## src/rtl/mem_access_pkg.sv

```systemverilog
// Shared definitions for the memory access unit: funct3 codes, lane widths,
// FSM state encoding and access-size decoding.
package mem_access_pkg;

   localparam logic [2:0] F3_BYTE   = 3'b000;
   localparam logic [2:0] F3_HALF   = 3'b001;
   localparam logic [2:0] F3_WORD   = 3'b010;
   localparam logic [2:0] F3_BYTE_U = 3'b100;
   localparam logic [2:0] F3_HALF_U = 3'b101;

   localparam int BYTE_W = 8;
   localparam int HALF_W = 16;
   localparam int WORD_W = 32;

   typedef enum logic [1:0] {S_IDLE, S_RD, S_WR, S_RESP} state_t;
   typedef enum logic [1:0] {SZ_BYTE, SZ_HALF, SZ_WORD} size_t;

   // Codes outside the byte/half set (010, 011, 110, 111) all mean a word access.
   function automatic size_t access_size(input logic [2:0] funct3);
      case (funct3)
         F3_BYTE, F3_BYTE_U: access_size = SZ_BYTE;
         F3_HALF, F3_HALF_U: access_size = SZ_HALF;
         default:            access_size = SZ_WORD;
      endcase
   endfunction

   function automatic logic is_unsigned(input logic [2:0] funct3);
      is_unsigned = (funct3 == F3_BYTE_U) || (funct3 == F3_HALF_U);
   endfunction

endpackage

```

## src/rtl/mem_lane_align.sv

```systemverilog
// Combinational lane steering: extracts and extends load data from a memory
// word, and merges byte/half store data into a read word.
module mem_lane_align
   import mem_access_pkg::*;
(
   input  logic [2:0]  funct3,
   input  logic [1:0]  offset,
   input  logic [31:0] rdata,
   input  logic [31:0] wdata,
   output logic [31:0] load_data,
   output logic [31:0] merge_data
);

   logic [4:0]  byte_shift;
   logic [4:0]  half_shift;
   logic [31:0] byte_word;
   logic [31:0] half_word;
   logic [BYTE_W-1:0] sel_byte;
   logic [HALF_W-1:0] sel_half;

   // Half accesses use only offset[1]; a set offset[0] is simply dropped.
   assign byte_shift = {offset, 3'b000};
   assign half_shift = {offset[1], 4'b0000};
   assign byte_word  = rdata >> byte_shift;
   assign half_word  = rdata >> half_shift;
   assign sel_byte   = byte_word[BYTE_W-1:0];
   assign sel_half   = half_word[HALF_W-1:0];

   // Select extension for loads and the replaced lane for partial stores.
   always_comb begin
      load_data  = rdata;
      merge_data = wdata;
      case (access_size(funct3))
         SZ_BYTE: begin
            load_data = is_unsigned(funct3) ? {{(WORD_W-BYTE_W){1'b0}}, sel_byte}
                                            : {{(WORD_W-BYTE_W){sel_byte[BYTE_W-1]}}, sel_byte};
            merge_data = (rdata & ~(32'h0000_00FF << byte_shift))
                       | ({{(WORD_W-BYTE_W){1'b0}}, wdata[BYTE_W-1:0]} << byte_shift);
         end
         SZ_HALF: begin
            load_data = is_unsigned(funct3) ? {{(WORD_W-HALF_W){1'b0}}, sel_half}
                                            : {{(WORD_W-HALF_W){sel_half[HALF_W-1]}}, sel_half};
            merge_data = (rdata & ~(32'h0000_FFFF << half_shift))
                       | ({{(WORD_W-HALF_W){1'b0}}, wdata[HALF_W-1:0]} << half_shift);
         end
         default: begin
            load_data  = rdata;
            merge_data = wdata;
         end
      endcase
   end

endmodule

```

## src/rtl/mem_access_unit.sv

```systemverilog
// MEM-stage access unit: turns byte/half/word loads and stores into word
// memory transactions, doing read-modify-write for SB/SH.
// Optional build macro MISALIGN_TRAP_EN adds the misalign output and traps
// misaligned half/word accesses instead of truncating the offset.
module mem_access_unit
   import mem_access_pkg::*;
#(
   parameter int ADDR_WIDTH = 32
) (
   input  logic                  clk,
   input  logic                  reset_n,
   input  logic                  req_valid,
   output logic                  req_ready,
   input  logic                  req_write,
   input  logic [2:0]            req_funct3,
   input  logic [ADDR_WIDTH-1:0] req_addr,
   input  logic [31:0]           req_wdata,
   output logic                  resp_valid,
   output logic [31:0]           resp_rdata,
   output logic                  stall,
   output logic                  mem_read,
   output logic                  mem_write,
   output logic [ADDR_WIDTH-1:0] mem_address,
   output logic [31:0]           mem_writedata,
   input  logic [31:0]           mem_readdata,
   input  logic                  mem_busywait
`ifdef MISALIGN_TRAP_EN
   ,
   output logic                  misalign
`endif
);

   state_t state, next_state;

   logic                  write_q;
   logic [2:0]            funct3_q;
   logic [ADDR_WIDTH-1:0] addr_q;
   logic [31:0]           wdata_q;
   logic [31:0]           rdata_q;
   logic [31:0]           load_data;
   logic [31:0]           merge_data;
   logic                  accept;
   logic                  trap_req;

   assign accept = req_valid && (state == S_IDLE);

`ifdef MISALIGN_TRAP_EN
   logic misalign_q;
   assign trap_req = ((access_size(req_funct3) == SZ_HALF) && req_addr[0])
                  || ((access_size(req_funct3) == SZ_WORD) && (req_addr[1:0] != 2'b00));
`else
   assign trap_req = 1'b0;
`endif

   mem_lane_align u_align (
      .funct3     (funct3_q),
      .offset     (addr_q[1:0]),
      .rdata      (mem_readdata),
      .wdata      (wdata_q),
      .load_data  (load_data),
      .merge_data (merge_data)
   );

   // State register; reset abandons any access in flight.
   always_ff @(posedge clk or negedge reset_n) begin
      if (!reset_n) state <= S_IDLE;
      else          state <= next_state;
   end

   // Next state: SW goes straight to write, everything else reads first.
   always_comb begin
      next_state = state;
      case (state)
         S_IDLE: begin
            if (req_valid) begin
               if (trap_req)
                  next_state = S_RESP;
               else if (req_write && (access_size(req_funct3) == SZ_WORD))
                  next_state = S_WR;
               else
                  next_state = S_RD;
            end
         end
         S_RD:    if (!mem_busywait) next_state = write_q ? S_WR : S_RESP;
         S_WR:    if (!mem_busywait) next_state = S_RESP;
         S_RESP:  next_state = S_IDLE;
         default: next_state = S_IDLE;
      endcase
   end

   // Handshake and strobe outputs decoded from the registered state.
   always_comb begin
      req_ready  = (state == S_IDLE);
      mem_read   = (state == S_RD);
      mem_write  = (state == S_WR);
      resp_valid = (state == S_RESP);
      stall      = reset_n && (((state == S_IDLE) && req_valid) || (state == S_RD) || (state == S_WR));
`ifdef MISALIGN_TRAP_EN
      misalign   = (state == S_RESP) && misalign_q;
`endif
   end

   // Request latch plus read-completion capture of load data or merged store word.
   always_ff @(posedge clk or negedge reset_n) begin
      if (!reset_n) begin
         write_q    <= 1'b0;
         funct3_q   <= 3'b000;
         addr_q     <= '0;
         wdata_q    <= '0;
         rdata_q    <= '0;
`ifdef MISALIGN_TRAP_EN
         misalign_q <= 1'b0;
`endif
      end else if (accept) begin
         write_q    <= req_write;
         funct3_q   <= req_funct3;
         addr_q     <= req_addr;
         wdata_q    <= req_wdata;
         rdata_q    <= '0;
`ifdef MISALIGN_TRAP_EN
         misalign_q <= trap_req;
`endif
      end else if ((state == S_RD) && !mem_busywait) begin
         if (write_q) wdata_q <= merge_data;
         else         rdata_q <= load_data;
      end
   end

   assign mem_address   = {addr_q[ADDR_WIDTH-1:2], 2'b00};
   assign mem_writedata = wdata_q;
   assign resp_rdata    = rdata_q;

endmodule

```

## config.mk

```make
export PLATFORM = sky130hd
export DESIGN_NAME = mem_access_unit
export DESIGN_NICKNAME = d
export VERILOG_FILES = /design/src/rtl/mem_access_pkg.sv /design/src/rtl/mem_lane_align.sv /design/src/rtl/mem_access_unit.sv
export SDC_FILE = /design/constraint.sdc
export NUM_CORES = 1
export LEC_CHECK = 0
export ABC_CLOCK_PERIOD_IN_PS = 2200
export BUFFER_PORTS_ARGS = -buffer_cell sky130_fd_sc_hd__buf_2
export CAP_MARGIN = 20
export CORE_ASPECT_RATIO = 0.7
export CORE_MARGIN = 1
export CORE_UTILIZATION = 30
export CTS_CLUSTER_SIZE = 30
export DETAILED_ROUTE_END_ITERATION = 16
export GPL_TIMING_DRIVEN = 0
export PLACE_DENSITY = 0.65
export REMOVE_ABC_BUFFERS = 1
export SYNTH_ARGS = -nofsm -noshare
export SYNTH_HDL_FRONTEND = slang
export SYNTH_SLANG_ARGS = --single-unit
```

## constraint.sdc

```tcl
create_clock -name clk -period 2.2 [get_ports clk]
set_input_delay 0.33 -clock clk [delete_from_list [all_inputs] [get_ports clk]]
set_output_delay 0.33 -clock clk [all_outputs]
set_load 0.02 [all_outputs]
```

==> Implementation_results.wiki, run 1 <==
{| class="wikitable"
! Metric !! Value
|-
| FP Rows || 40
|-
| Pleak || 3.53 nW
|-
| Class of the most critical hold timing path || primary input to async pin
|-
| Fin. max-slew vios || 0
|-
| Count of endpoints failing setup in the final report || 0
|-
| Inserted Clock Buffers || 9
|-
| Total net switching power || 4.87 mW
|-
| CP startpoint kind || flop
|-
| Floorplan die width || 160 µm
|-
| Switching share of total power || 0.458
|-
| Main synth FF type || sky130_fd_sc_hd__dfrtp_1
|-
| Total detailed-routing wirelength || 19,900 µm
|-
| Post-synthesis sequential element count || 102
|-
| Starting density of the core || 0.306
|-
| Final count of hold timing violations || 0
|-
| Wire length of the first global-routing pass || 29,200 µm
|-
| TritonCTS clock tree || built
|-
| Pin count of the biggest net entering global routing || 60
|-
| Crit path cell chain || inv_1 > ha_4 > and2_4 > o31a_1 > buf_2
|-
| Vias/cell || 5.10
|-
| Share of final-layout standard cells stronger than drive strength 1 || 0.352
|-
| Post-synthesis cell count || 566
|-
| Max FO, Critical Path || 7
|-
| Setup crit end kind || primary output
|-
| Ys async rst share || 1.00
|-
| Proportion of power drawn by the clock network || 0.182
|-
| Endpoint required time on the critical path || 1870 ps
|-
| Core area || 17,100 µm²
|-
| DRC violations left || 0
|-
| Average instance area after synthesis || 9.26 µm²
|-
| Final worst-path cycle share || 0.950
|-
| Leftover overflow at the end of global routing || 0
|-
| Slowest cell delay on critical path || 450 ps
|-
| Power per Cell Area || 1560 nW/µm²
|-
| Remaining number of nets flagged by the antenna check after routing || 0
|-
| Buffer and inverter count on the worst path || 2
|-
| Post-synth EDFFs || 0
|-
| Vias in the first global route || 4,600
|-
| Detail Placement HPWL || 13,400 µm
|-
| Worst-Skew Late Latency || 360 ps
|-
| CP delay by family, top || flip-flops
|-
| Chip height || 113 µm
|-
| Tmin final || 2090 ps
|-
| Depth of the CTS H-tree || 3
|-
| GRT Total Usage || 0.220
|-
| Floorplan die area || 18,000 µm²
|-
| TritonRoute pass-1 iters || 7
|-
| Top-area cell type share of the netlist area || 0.487
|-
| Vias || 4,930
|-
| Antenna violations before repair || 6
|-
| Combinational fraction of design power || 0.486
|-
| Crit Path Category || flop to primary output
|-
| Internal portion of total power || 5.77 mW
|-
| Top-level I/O count || 205
|-
| Arrival time of data at the critical path endpoint || 1760 ps
|-
| Clock Skew || 10.7 ps
|-
| Global placement routability congestion || 0.793
|-
| Number of different library cells in the post-synthesis netlist || 46
|-
| Routed WL per cell || 20.6 µm
|-
| Area added between synthesis and finish || 30.2%
|-
| Total of warnings raised by yosys || 0
|-
| Number of port buffers || 202
|-
| Library cell used as clock root buffer || sky130_fd_sc_hd__clkbuf_16
|-
| Combined area of all synthesized cells || 5240 µm²
|-
| Cell taking the most area after synthesis || sky130_fd_sc_hd__dfrtp_1
|-
| Largest cells by area after synthesis || sky130_fd_sc_hd__dfrtp_1 (49%), sky130_fd_sc_hd__nand2_1 (9.6%), sky130_fd_sc_hd__o21ai_0 (4.9%), sky130_fd_sc_hd__mux2i_1 (4.6%), sky130_fd_sc_hd__buf_4 (4.6%)
|-
| Relative slew slack || 0.395
|-
| Worst vdd ir || 0.656 mV
|-
| Maximum capacitance violations || 0
|-
| Post-route setup TNS || 0 ps
|-
| Run status || finished, final reports clean
|-
| Clock-pin slew of the registers on the worst-case setup and hold paths || 80 ps
|-
| Part of the Yosys area used for sequential elements || 0.487
|-
| Post-layout net count || 836
|-
| Sequential share of power || 0.333
|-
| Highest attainable clock frequency || 478 MHz
|-
| Unrepaired setup endpoints after global routing || true
|-
| Drt first-iter violations || 394
|-
| Power, Total || 10.6 mW
|-
| Slew at the pin with the worst max-slew slack || 908 ps
|-
| CTS Buffer Depth || 2
|-
| Cell type of the slowest stage on the worst timing path || sky130_fd_sc_hd__dfrtp_2
|-
| Number of sinks handled by clock tree synthesis || 102
|}
## Yosys cell counts (6+ instances only)
master                       n
sky130_fd_sc_hd__nand2_1   134
sky130_fd_sc_hd__buf_4      32
sky130_fd_sc_hd__a221o_1    17
sky130_fd_sc_hd__a22oi_1    23
sky130_fd_sc_hd__a221oi_1    6
sky130_fd_sc_hd__o21ai_0    51
sky130_fd_sc_hd__clkbuf_1   27
sky130_fd_sc_hd__and3_1     10
sky130_fd_sc_hd__buf_2       8
sky130_fd_sc_hd__nand3_1    17
sky130_fd_sc_hd__nor2_1     15
sky130_fd_sc_hd__a22o_1      6
sky130_fd_sc_hd__mux2i_1    24
sky130_fd_sc_hd__dfrtp_1   102
sky130_fd_sc_hd__a21o_1      8
sky130_fd_sc_hd__or3_1       7
sky130_fd_sc_hd__inv_1       8
sky130_fd_sc_hd__a21oi_1    27
## cell families after synthesis
kind of cell	after synthesis	share of synthesized area
adders and majority gates	5	0.0119
muxes	26	0.0530
buffers and inverters	77	0.0817
other	1	0.000716
and+or+nand+nor	202	0.173
AOI/OAI and AO/OA	153	0.193
DFF	102	0.487
## what timing repair did
action                                  4_1_cts  5_1_grt
endpoints found under the setup margin       56       59
pin swaps                                     2        2
endpoints found under the hold margin        30        0
hold buffers                                  3        0
buffers inserted                              3        2
resized for setup                             9       12
cloned                                        3        1
## cell usage in the layout, fill, tap and decap left out, types with 2 or more instances in the layout
| cell | count |
|---|---|
| sky130_fd_sc_hd__buf_2 | 201 |
| sky130_fd_sc_hd__nand2_1 | 132 |
| sky130_fd_sc_hd__dfrtp_1 | 99 |
| sky130_fd_sc_hd__o21ai_0 | 51 |
| sky130_fd_sc_hd__a21oi_1 | 26 |
| sky130_fd_sc_hd__mux2i_1 | 24 |
| sky130_fd_sc_hd__a22oi_1 | 23 |
| sky130_fd_sc_hd__a221o_1 | 17 |
| sky130_fd_sc_hd__nand3_1 | 16 |
| sky130_fd_sc_hd__nor2_1 | 14 |
| sky130_fd_sc_hd__and3_1 | 9 |
| sky130_fd_sc_hd__clkbuf_16 | 9 |
| sky130_fd_sc_hd__inv_1 | 8 |
| sky130_fd_sc_hd__a21o_1 | 8 |
| sky130_fd_sc_hd__or3_1 | 7 |
| sky130_fd_sc_hd__a22o_1 | 6 |
| sky130_fd_sc_hd__a221oi_1 | 6 |
| sky130_fd_sc_hd__buf_4 | 6 |
| sky130_fd_sc_hd__diode_2 | 4 |
| sky130_fd_sc_hd__nor2b_1 | 4 |
| sky130_fd_sc_hd__nand2b_1 | 4 |
| sky130_fd_sc_hd__buf_12 | 4 |
| sky130_fd_sc_hd__o21ai_2 | 3 |
| sky130_fd_sc_hd__o21ai_1 | 3 |
| sky130_fd_sc_hd__ha_1 | 3 |
| sky130_fd_sc_hd__dfrtp_2 | 3 |
| sky130_fd_sc_hd__bufinv_16 | 3 |
| sky130_fd_sc_hd__and2_2 | 3 |
| sky130_fd_sc_hd__nor3_1 | 2 |
| sky130_fd_sc_hd__ha_4 | 2 |
| sky130_fd_sc_hd__conb_1 | 2 |
| sky130_fd_sc_hd__inv_6 | 2 |
## stage by stage
| stage | std cells | util | setup slack, ps | hold slack (ps) | area (µm²) |
|---|---|---|---|---|---|
| floorplan | 498 | - | -1300 | 34.4 | 4840 |
| detailed placement | 935 | 0.364 | -1010 | 380 | 6230 |
| global placement | 931 | 0.359 | -3120 | 453 | 6140 |
| global route | 964 | 0.398 | -10.2 | 20.2 | 6820 |
| CTS | 960 | 0.393 | -79.0 | 14.2 | 6730 |
| finish | 967 | 0.399 | 109 | 12.7 | 6820 |
## metal layers
| layer | routed length [µm] | track usage |
|---|---|---|
| met3 | 1840 | 0.0717 |
| met5 | 23 | 0 |
| met2 | 8210 | 0.316 |
| met4 | 359 | 0.0616 |
| met1 | 9510 | 0.313 |
## layout make-up
| class | count | area (µm²) |
|---|---|---|
| clock inverter | 7 | 128 |
| antenna | 4 | 10.0 |
| clock buffer | 9 | 225 |
| fill | 1761 | 10300 |
| tap | 231 | 289 |
| inverter | 8 | 30.0 |
| timing repair buffer | 214 | 1180 |
| multi-input combinational | 392 | 2400 |
| sequential | 102 | 2560 |
## power groups by stage
stage	combinational [mW]	clock (mW)	sequential, mW
finish	5.17	1.93	3.54
global route	5.60	2.05	3.66
CTS	5.06	1.99	3.51
detailed placement	4.92	0	3.52
global placement	4.82	0	3.49
floorplan	2.13	0	4.35
## path summary, 6_finish.rpt
check / start / endpoint / slack [ps] / depth (start not counted)
setup / recovery: state[0] / stall / 110 / 5
hold / removal: reset_n / resp_rdata[24] / 10 / 2
setup reg to reg: state[1] / mem_writedata[29] / 120 / 7
hold reg to reg: addr_q[15] / addr_q[15] / 470 / 2
max in group asynchronous: reset_n / addr_q[15] / 960 / 2
min in group clk: req_addr[27] / addr_q[27] / 150 / 3
Power figures use the tool's default switching activity.
==> run 2: changes to the inputs <==
--- a/config.mk
+++ b/config.mk
@@ -5,16 +5,18 @@
 export SDC_FILE = /design/constraint.sdc
 export NUM_CORES = 1
 export LEC_CHECK = 0
+export ABC_AREA = 1
 export ABC_CLOCK_PERIOD_IN_PS = 2200
 export BUFFER_PORTS_ARGS = -buffer_cell sky130_fd_sc_hd__buf_2
 export CAP_MARGIN = 20
 export CORE_ASPECT_RATIO = 0.7
 export CORE_MARGIN = 1
-export CORE_UTILIZATION = 30
+export CORE_UTILIZATION = 38
 export CTS_CLUSTER_SIZE = 30
 export DETAILED_ROUTE_END_ITERATION = 16
 export GPL_TIMING_DRIVEN = 0
-export PLACE_DENSITY = 0.65
+export PLACE_DENSITY = 0.74
+export RECOVER_POWER = 25
 export REMOVE_ABC_BUFFERS = 1
 export SYNTH_ARGS = -nofsm -noshare
 export SYNTH_HDL_FRONTEND = slang
==> run 2 against run 1 <==
  * Register-to-register slack lost 20 ps
  * Worst setup slack lost 14 ps
  * Flip-flop and latch count is the same
  * Die area shrank 11%
  * Clock-buffer cell count grew 1
  * Design area grew 7.0%
  * Maximum frequency shrank 0.66%
  * Synthesized cell count grew 48%
  * Sequential power shrank 5.9%
  * Critical path depth grew 2
  * Cell count grew 24%
  * Largest power group unchanged
==> Implementation_results.wiki, run 2 <==
{| class="wikitable"
! Metric !! Value
|-
| Run status || finished, final reports clean
|-
| Class of the most critical hold timing path || primary input to flop
|-
| Slew at the pin with the worst max-slew slack || 889 ps
|-
| Vias/cell || 5.02
|-
| Detail Placement HPWL || 13,700 µm
|-
| Most frequent standard cell in the layout excluding fill and tap cells || sky130_fd_sc_hd__nand2_1
|-
| DRC violations left || 0
|-
| Worst vdd ir || 0.619 mV
|-
| Vias in the first global route || 5,536
|-
| Starting density of the core || 0.396
|-
| Top cell types by occurrence after synthesis || sky130_fd_sc_hd__nand2_1 (386), sky130_fd_sc_hd__dfrtp_1 (102), sky130_fd_sc_hd__nor2_1 (67)
|-
| Clock Skew || 4.16 ps
|-
| CP startpoint kind || flop
|-
| Chip height || 106 µm
|-
| GRT Total Usage || 0.245
|-
| CTS Buffer Depth || 2
|-
| Core area || 14,900 µm²
|-
| Post-synthesis sequential element count || 102
|-
| Area added between synthesis and finish || 23.8%
|-
| Worst min-delay path startpoint || req_addr[10]
|-
| Tmin final || 2100 ps
|-
| Library cell used as clock root buffer || sky130_fd_sc_hd__clkbuf_16
|-
| Number of different library cells in the post-synthesis netlist || 33
|-
| Final count of hold timing violations || 0
|-
| Fin. max-slew vios || 0
|-
| Number of placed instances with taps included || 1,166
|-
| Antenna violations before repair || 3
|-
| Most common cell in the synthesized netlist || sky130_fd_sc_hd__nand2_1
|-
| Largest cells by area after synthesis || sky130_fd_sc_hd__dfrtp_1 (43%), sky130_fd_sc_hd__nand2_1 (25%), sky130_fd_sc_hd__nand3_1 (4.9%), sky130_fd_sc_hd__nor2_1 (4.3%), sky130_fd_sc_hd__buf_4 (4.2%)
|-
| Clock-pin slew of the registers on the worst-case setup and hold paths || 70 ps
|-
| Maximum capacitance violations || 0
|-
| Post-synthesis cell count || 837
|-
| Pleak || 4.20 nW
|-
| Cell taking the most area after synthesis || sky130_fd_sc_hd__dfrtp_1
|-
| Part of the Yosys area used for sequential elements || 0.433
|-
| Combined area of all synthesized cells || 5900 µm²
|-
| Highest attainable clock frequency || 475 MHz
|-
| Leftover overflow at the end of global routing || 0
|-
| Setup crit end kind || flop
|-
| Top-area cell type share of the netlist area || 0.433
|-
| Pin count of the biggest net entering global routing || 63
|-
| FP Rows || 37
|-
| Post-synth EDFFs || 0
|-
| Inserted Clock Buffers || 9
|-
| Global placement routability congestion || 0.922
|-
| TritonRoute pass-1 iters || 5
|-
| Number of sinks handled by clock tree synthesis || 102
|-
| Final hold slack || 164 ps
|-
| Drt first-iter violations || 385
|-
| Unrepaired setup endpoints after global routing || false
|-
| Floorplan die area || 16,000 µm²
|-
| TritonCTS clock tree || built
|-
| Relative slew slack || 0.408
|-
| Share of final-layout standard cells stronger than drive strength 1 || 0.269
|-
| Post-layout net count || 1,105
|-
| Critical Path Start || funct3_q[1]
|-
| Fillcell total || 1,523
|-
| Crit Path Category || flop to flop
|-
| Ys async rst share || 1.00
|-
| Origin of the critical flop-to-flop path || funct3_q[1]
|-
| Top-level I/O count || 205
|-
| Arrival time of data at the critical path endpoint || 2400 ps
|-
| Total detailed-routing wirelength || 19,800 µm
|-
| Routed WL per cell || 16.5 µm
|-
| Final worst-path cycle share || 0.957
|-
| Number of port buffers || 202
|-
| Worst-Skew Late Latency || 360 ps
|-
| Total of warnings raised by yosys || 0
|-
| Remaining number of nets flagged by the antenna check after routing || 0
|-
| Power, Total || 11.4 mW
|-
| Main synth FF type || sky130_fd_sc_hd__dfrtp_1
|-
| Power per Cell Area || 1560 nW/µm²
|-
| Max FO, Critical Path || 13
|-
| Depth of the CTS H-tree || 3
|-
| Floorplan die width || 151 µm
|-
| Vias || 6,016
|-
| Number of standard cells in the final layout excluding fillers || 1,199
|-
| Endpoint required time on the critical path || 2500 ps
|-
| Wire length of the first global-routing pass || 29,600 µm
|-
| Count of endpoints failing setup in the final report || 0
|-
| Average instance area after synthesis || 7.05 µm²
|-
| Leading cell types in the layout, fill and taps excluded || sky130_fd_sc_hd__nand2_1 (384), sky130_fd_sc_hd__buf_2 (201), sky130_fd_sc_hd__dfrtp_1 (101)
|}
run 2: cell count changes in the layout (fill, tap and decap cells not counted), sizes merged, moves of 17 or more:
cell,change
inv,+36
nand3,+43
a221o,-17
a22oi,-23
o21ai,-26
nor2,+61
nand2,+255
mux2i,-24
run 2: worst max-delay path, stage by stage, from the launching register on:
cell	delay [ps]
sky130_fd_sc_hd__dfrtp_2	530
sky130_fd_sc_hd__nor2_2	490
sky130_fd_sc_hd__nand2_1	380
sky130_fd_sc_hd__nand2_1	320
sky130_fd_sc_hd__nand2_1	80
sky130_fd_sc_hd__nand3_1	90
sky130_fd_sc_hd__nand2_1	80
sky130_fd_sc_hd__nand2_1	70
run 2: final timing paths:
kind                       slack, ps  cells after the start        endpoint
max                              100                      7   resp_rdata[4]
min                              160                      3      addr_q[10]
max reg2reg                      100                      7   resp_rdata[4]
min reg2reg                      470                      2  resp_rdata[25]
max in group asynchronous        470                      3     funct3_q[1]
min in group asynchronous        440                      2        state[0]
run 2: through the flow:
stage	TNS, ps	utilization	worst slack [ps]	cell area [µm²]
floorplan	-158550	-	-2040	5460
global placement	-389170	0.450	-4240	6710
detailed placement	-40840	0.456	-857	6800
CTS	0	0.484	29.4	7220
global route	0	0.489	10.2	7290
finish	0	0.490	95.4	7300
run 2: what timing repair did:
action / 4_1_cts / 5_1_grt
hold endpoints to repair: 40 / 0
buffers inserted: 4 / 5
hold buffers: 1 / 0
endpoints found under the setup margin: 101 / 63
resized for setup: 8 / 5
cloned: 2 / 2
pin swaps: 4 / 3
run 2: cell type report:
type / instances / area [µm²] / area share
Antenna cell: 3 / 7.51 / 0.00103
Clock buffer: 10 / 239 / 0.0327
Clock inverter: 6 / 92.6 / 0.0127
Inverter: 46 / 186 / 0.0255
Multi-Input combinational cell: 621 / 2790 / 0.383
Sequential cell: 102 / 2550 / 0.350
Tap cell: 195 / 244 / 0.0334
Timing Repair Buffer: 215 / 1170 / 0.161
Timing Repair inverter: 1 / 7.51 / 0.00103
run 2: metal layers:
| metal | GRT usage | wire (µm) |
|---|---|---|
| met2 | 0.377 | 8480 |
| met4 | 0.0586 | 213 |
| met3 | 0.0695 | 2160 |
| met5 | 0 | 0 |
| met1 | 0.337 | 8900 |
run 2: where the power goes:
part           leakage, nW  internal [mW]  switching [mW]
Clock                0.156           1.04           0.757
Sequential            1.30           2.70           0.629
Combinational         2.74           2.00            4.24
run 2: logic make-up (layout without fill, tap and decap cells):
logic type               after synthesis  count (layout)  synth area share
buffers and inverters                118             278             0.105
adder cells (fa/ha/maj)                5               5            0.0106
AND/OR/NAND/NOR                      532             535             0.373
AO/OA/AOI/OAI                         79              79            0.0781
other                                  1               5          0.000636
flip-flops                           102             102             0.433
==> run 3: changes to the inputs <==
--- a/config.mk
+++ b/config.mk
@@ -11,11 +11,11 @@
 export CAP_MARGIN = 20
 export CORE_ASPECT_RATIO = 0.7
 export CORE_MARGIN = 1
-export CORE_UTILIZATION = 38
+export CORE_UTILIZATION = 51
 export CTS_CLUSTER_SIZE = 30
 export DETAILED_ROUTE_END_ITERATION = 16
 export GPL_TIMING_DRIVEN = 0
-export PLACE_DENSITY = 0.74
+export PLACE_DENSITY = 0.92
 export RECOVER_POWER = 25
 export REMOVE_ABC_BUFFERS = 1
 export SYNTH_ARGS = -nofsm -noshare
==> run 3 against run 2 <==
  * Die area is 25% lower
  * Clock skew increased by 8.5 ps
  * Combinational power fell by 4.0%
  * Register-to-register slack improved by 40 ps
  * Sequential power barely moved
  * Largest power group unchanged
  * Largest cell class unchanged
  * Power fell by 2.4%
==> Implementation_results.wiki, run 3 (same netlist as run 2, synthesis figures left out) <==
{| class="wikitable"
! Metric !! Value
|-
| Core area || 11,100 µm²
|-
| Remaining number of nets flagged by the antenna check after routing || 0
|-
| Floorplan die area || 12,000 µm²
|-
| GRT Total Usage || 0.309
|-
| Max FO, Critical Path || 8
|-
| Number of port buffers || 202
|-
| Instance area at placement || 6720 µm²
|-
| Slew at the pin with the worst max-slew slack || 678 ps
|-
| Class of the most critical hold timing path || primary input to flop
|-
| Library cell used as clock root buffer || sky130_fd_sc_hd__clkbuf_16
|-
| Pin count of the biggest net entering global routing || 69
|-
| Area added between synthesis and finish || 21.5%
|-
| Number of sinks handled by clock tree synthesis || 102
|-
| Share of final-layout standard cells stronger than drive strength 1 || 0.224
|-
| Antenna violations before repair || 0
|-
| Unrepaired setup endpoints after global routing || false
|-
| Chip height || 92.0 µm
|-
| Most frequent standard cell in the layout excluding fill and tap cells || sky130_fd_sc_hd__nand2_1
|-
| Arrival time of data at the critical path endpoint || 2300 ps
|-
| Run status || finished, final reports clean
|-
| TritonRoute pass-1 iters || 5
|-
| Global placement routability congestion || 0.907
|-
| Pleak || 4.04 nW
|-
| Floorplan die width || 131 µm
|-
| Power per Cell Area || 1550 nW/µm²
|-
| TritonCTS clock tree || built
|-
| Vias || 6,083
|-
| Routed WL per cell || 16.1 µm
|-
| Post-layout net count || 1,102
|-
| Worst vdd ir || 0.735 mV
|-
| Total detailed-routing wirelength || 18,500 µm
|-
| Starting density of the core || 0.530
|-
| Number of standard cells in the final layout excluding fillers || 1,151
|-
| Final count of hold timing violations || 0
|-
| Final worst-path cycle share || 0.937
|-
| Leftover overflow at the end of global routing || 0
|-
| Detail Placement HPWL || 12,900 µm
|-
| Clock Skew || 12.6 ps
|-
| Top-level I/O count || 205
|-
| Setup crit end kind || flop
|-
| Clock-pin slew of the registers on the worst-case setup and hold paths || 70 ps
|-
| CP startpoint kind || flop
|-
| Highest attainable clock frequency || 485 MHz
|-
| Maximum capacitance violations || 0
|-
| Post-route core utilization || 0.643
|-
| Crit Path Category || flop to flop
|-
| Worst-Skew Late Latency || 350 ps
|-
| FP Rows || 32
|-
| Inserted Clock Buffers || 9
|-
| Vias/cell || 5.28
|-
| Depth of the CTS H-tree || 3
|-
| Count of endpoints failing setup in the final report || 0
|-
| Cell area after layout || 7160 µm²
|-
| Number of placed instances with taps included || 1,123
|-
| Leading cell types in the layout, fill and taps excluded || sky130_fd_sc_hd__nand2_1 (385), sky130_fd_sc_hd__buf_2 (160), sky130_fd_sc_hd__dfrtp_1 (101)
|-
| Vias in the first global route || 5,605
|-
| CTS Buffer Depth || 2
|-
| Fin. max-slew vios || 0
|-
| Number of antenna repair diodes || 0
|-
| Relative slew slack || 0.547
|-
| Wire length of the first global-routing pass || 28,100 µm
|-
| DRC violations left || 0
|-
| Tmin final || 2060 ps
|-
| Drt first-iter violations || 509
|-
| Endpoint required time on the critical path || 2440 ps
|}
## run 3: cell count changes in the layout (fill, tap and decap cells not counted), sizes merged
cell / before / now
inv: 47 / 44
clkbuf: 11 / 52
buf: 213 / 170
clkinvlp: 4 / 2
diode: 3 / 0
clkinv: 0 / 4
## run 3: final cells by class
cell class | instances | area, µm²
fill | 1040 | 3970
multi-input combinational | 621 | 2790
sequential | 102 | 2550
timing repair buffer | 212 | 1100
clock buffer | 11 | 243
inverter | 46 | 195
tap | 153 | 191
clock inverter | 5 | 82.6
timing repair inverter | 1 | 7.51
## run 3: where the power goes
part	internal [mW]	total [mW]	switching, mW
clock network	1.03	1.73	0.697
logic	1.86	6.00	4.15
registers	2.70	3.36	0.657
total	5.59	11.1	5.50
## run 3: final timing paths
| kind | from | end | slack, ps | depth (start not counted) |
|---|---|---|---|---|
| setup / recovery | state[1] | resp_rdata[22] | 140 | 10 |
| hold / removal | req_addr[8] | addr_q[8] | 180 | 3 |
| setup reg to reg | state[1] | resp_rdata[22] | 140 | 10 |
| hold reg to reg | mem_writedata[27] | mem_writedata[27] | 480 | 2 |
| max in group asynchronous | reset_n | async pin | 1000 | 3 |
| min in group asynchronous | reset_n | mem_writedata[25] | 500 | 2 |
## run 3: worst max-delay path, cell delays in order, from the launching register on
cell	delay [ps]
sky130_fd_sc_hd__dfrtp_1	400
sky130_fd_sc_hd__inv_1	180
sky130_fd_sc_hd__ha_1	300
sky130_fd_sc_hd__inv_1	70
sky130_fd_sc_hd__nor2_1	130
sky130_fd_sc_hd__nand2_1	140
sky130_fd_sc_hd__nand2_1	260
sky130_fd_sc_hd__clkinvlp_4	170
sky130_fd_sc_hd__buf_4	190
sky130_fd_sc_hd__nand2_1	60
sky130_fd_sc_hd__nand2_1	60
## run 3: metrics by stage
step           power, mW  hold slack (ps)  worst slack, ps  TNS (ps)
3_5_place_dp        9.04              321            -1040    -45780
3_3_place_gp        8.89              456            -3920   -346830
2_1_floorplan       7.11             34.4            -2040   -158550
5_1_grt             11.9              178             8.83         0
6_report            11.1              175              138         0
4_1_cts             10.9              168             42.0         0
## run 3: repair_timing
action                                  4_1_cts  5_1_grt
resized for setup                             9        7
setup buffers                                 1        6
endpoints found under the setup margin       98       55
pin swaps                                     3        3
endpoints found under the hold margin        34        0
hold buffers                                  1        0
gates cloned                                  2        2
## run 3: routing by layer
| metal | vias to the layer above | global-route usage | wire length, µm |
|---|---|---|---|
| met5 | - | 0 | 0 |
| met4 | 0 | 0.0718 | 176 |
| met3 | 21 | 0.102 | 2470 |
| met2 | 374 | 0.486 | 8260 |
| met1 | 2791 | 0.411 | 7580 |
| li1 | 2897 | - | - |
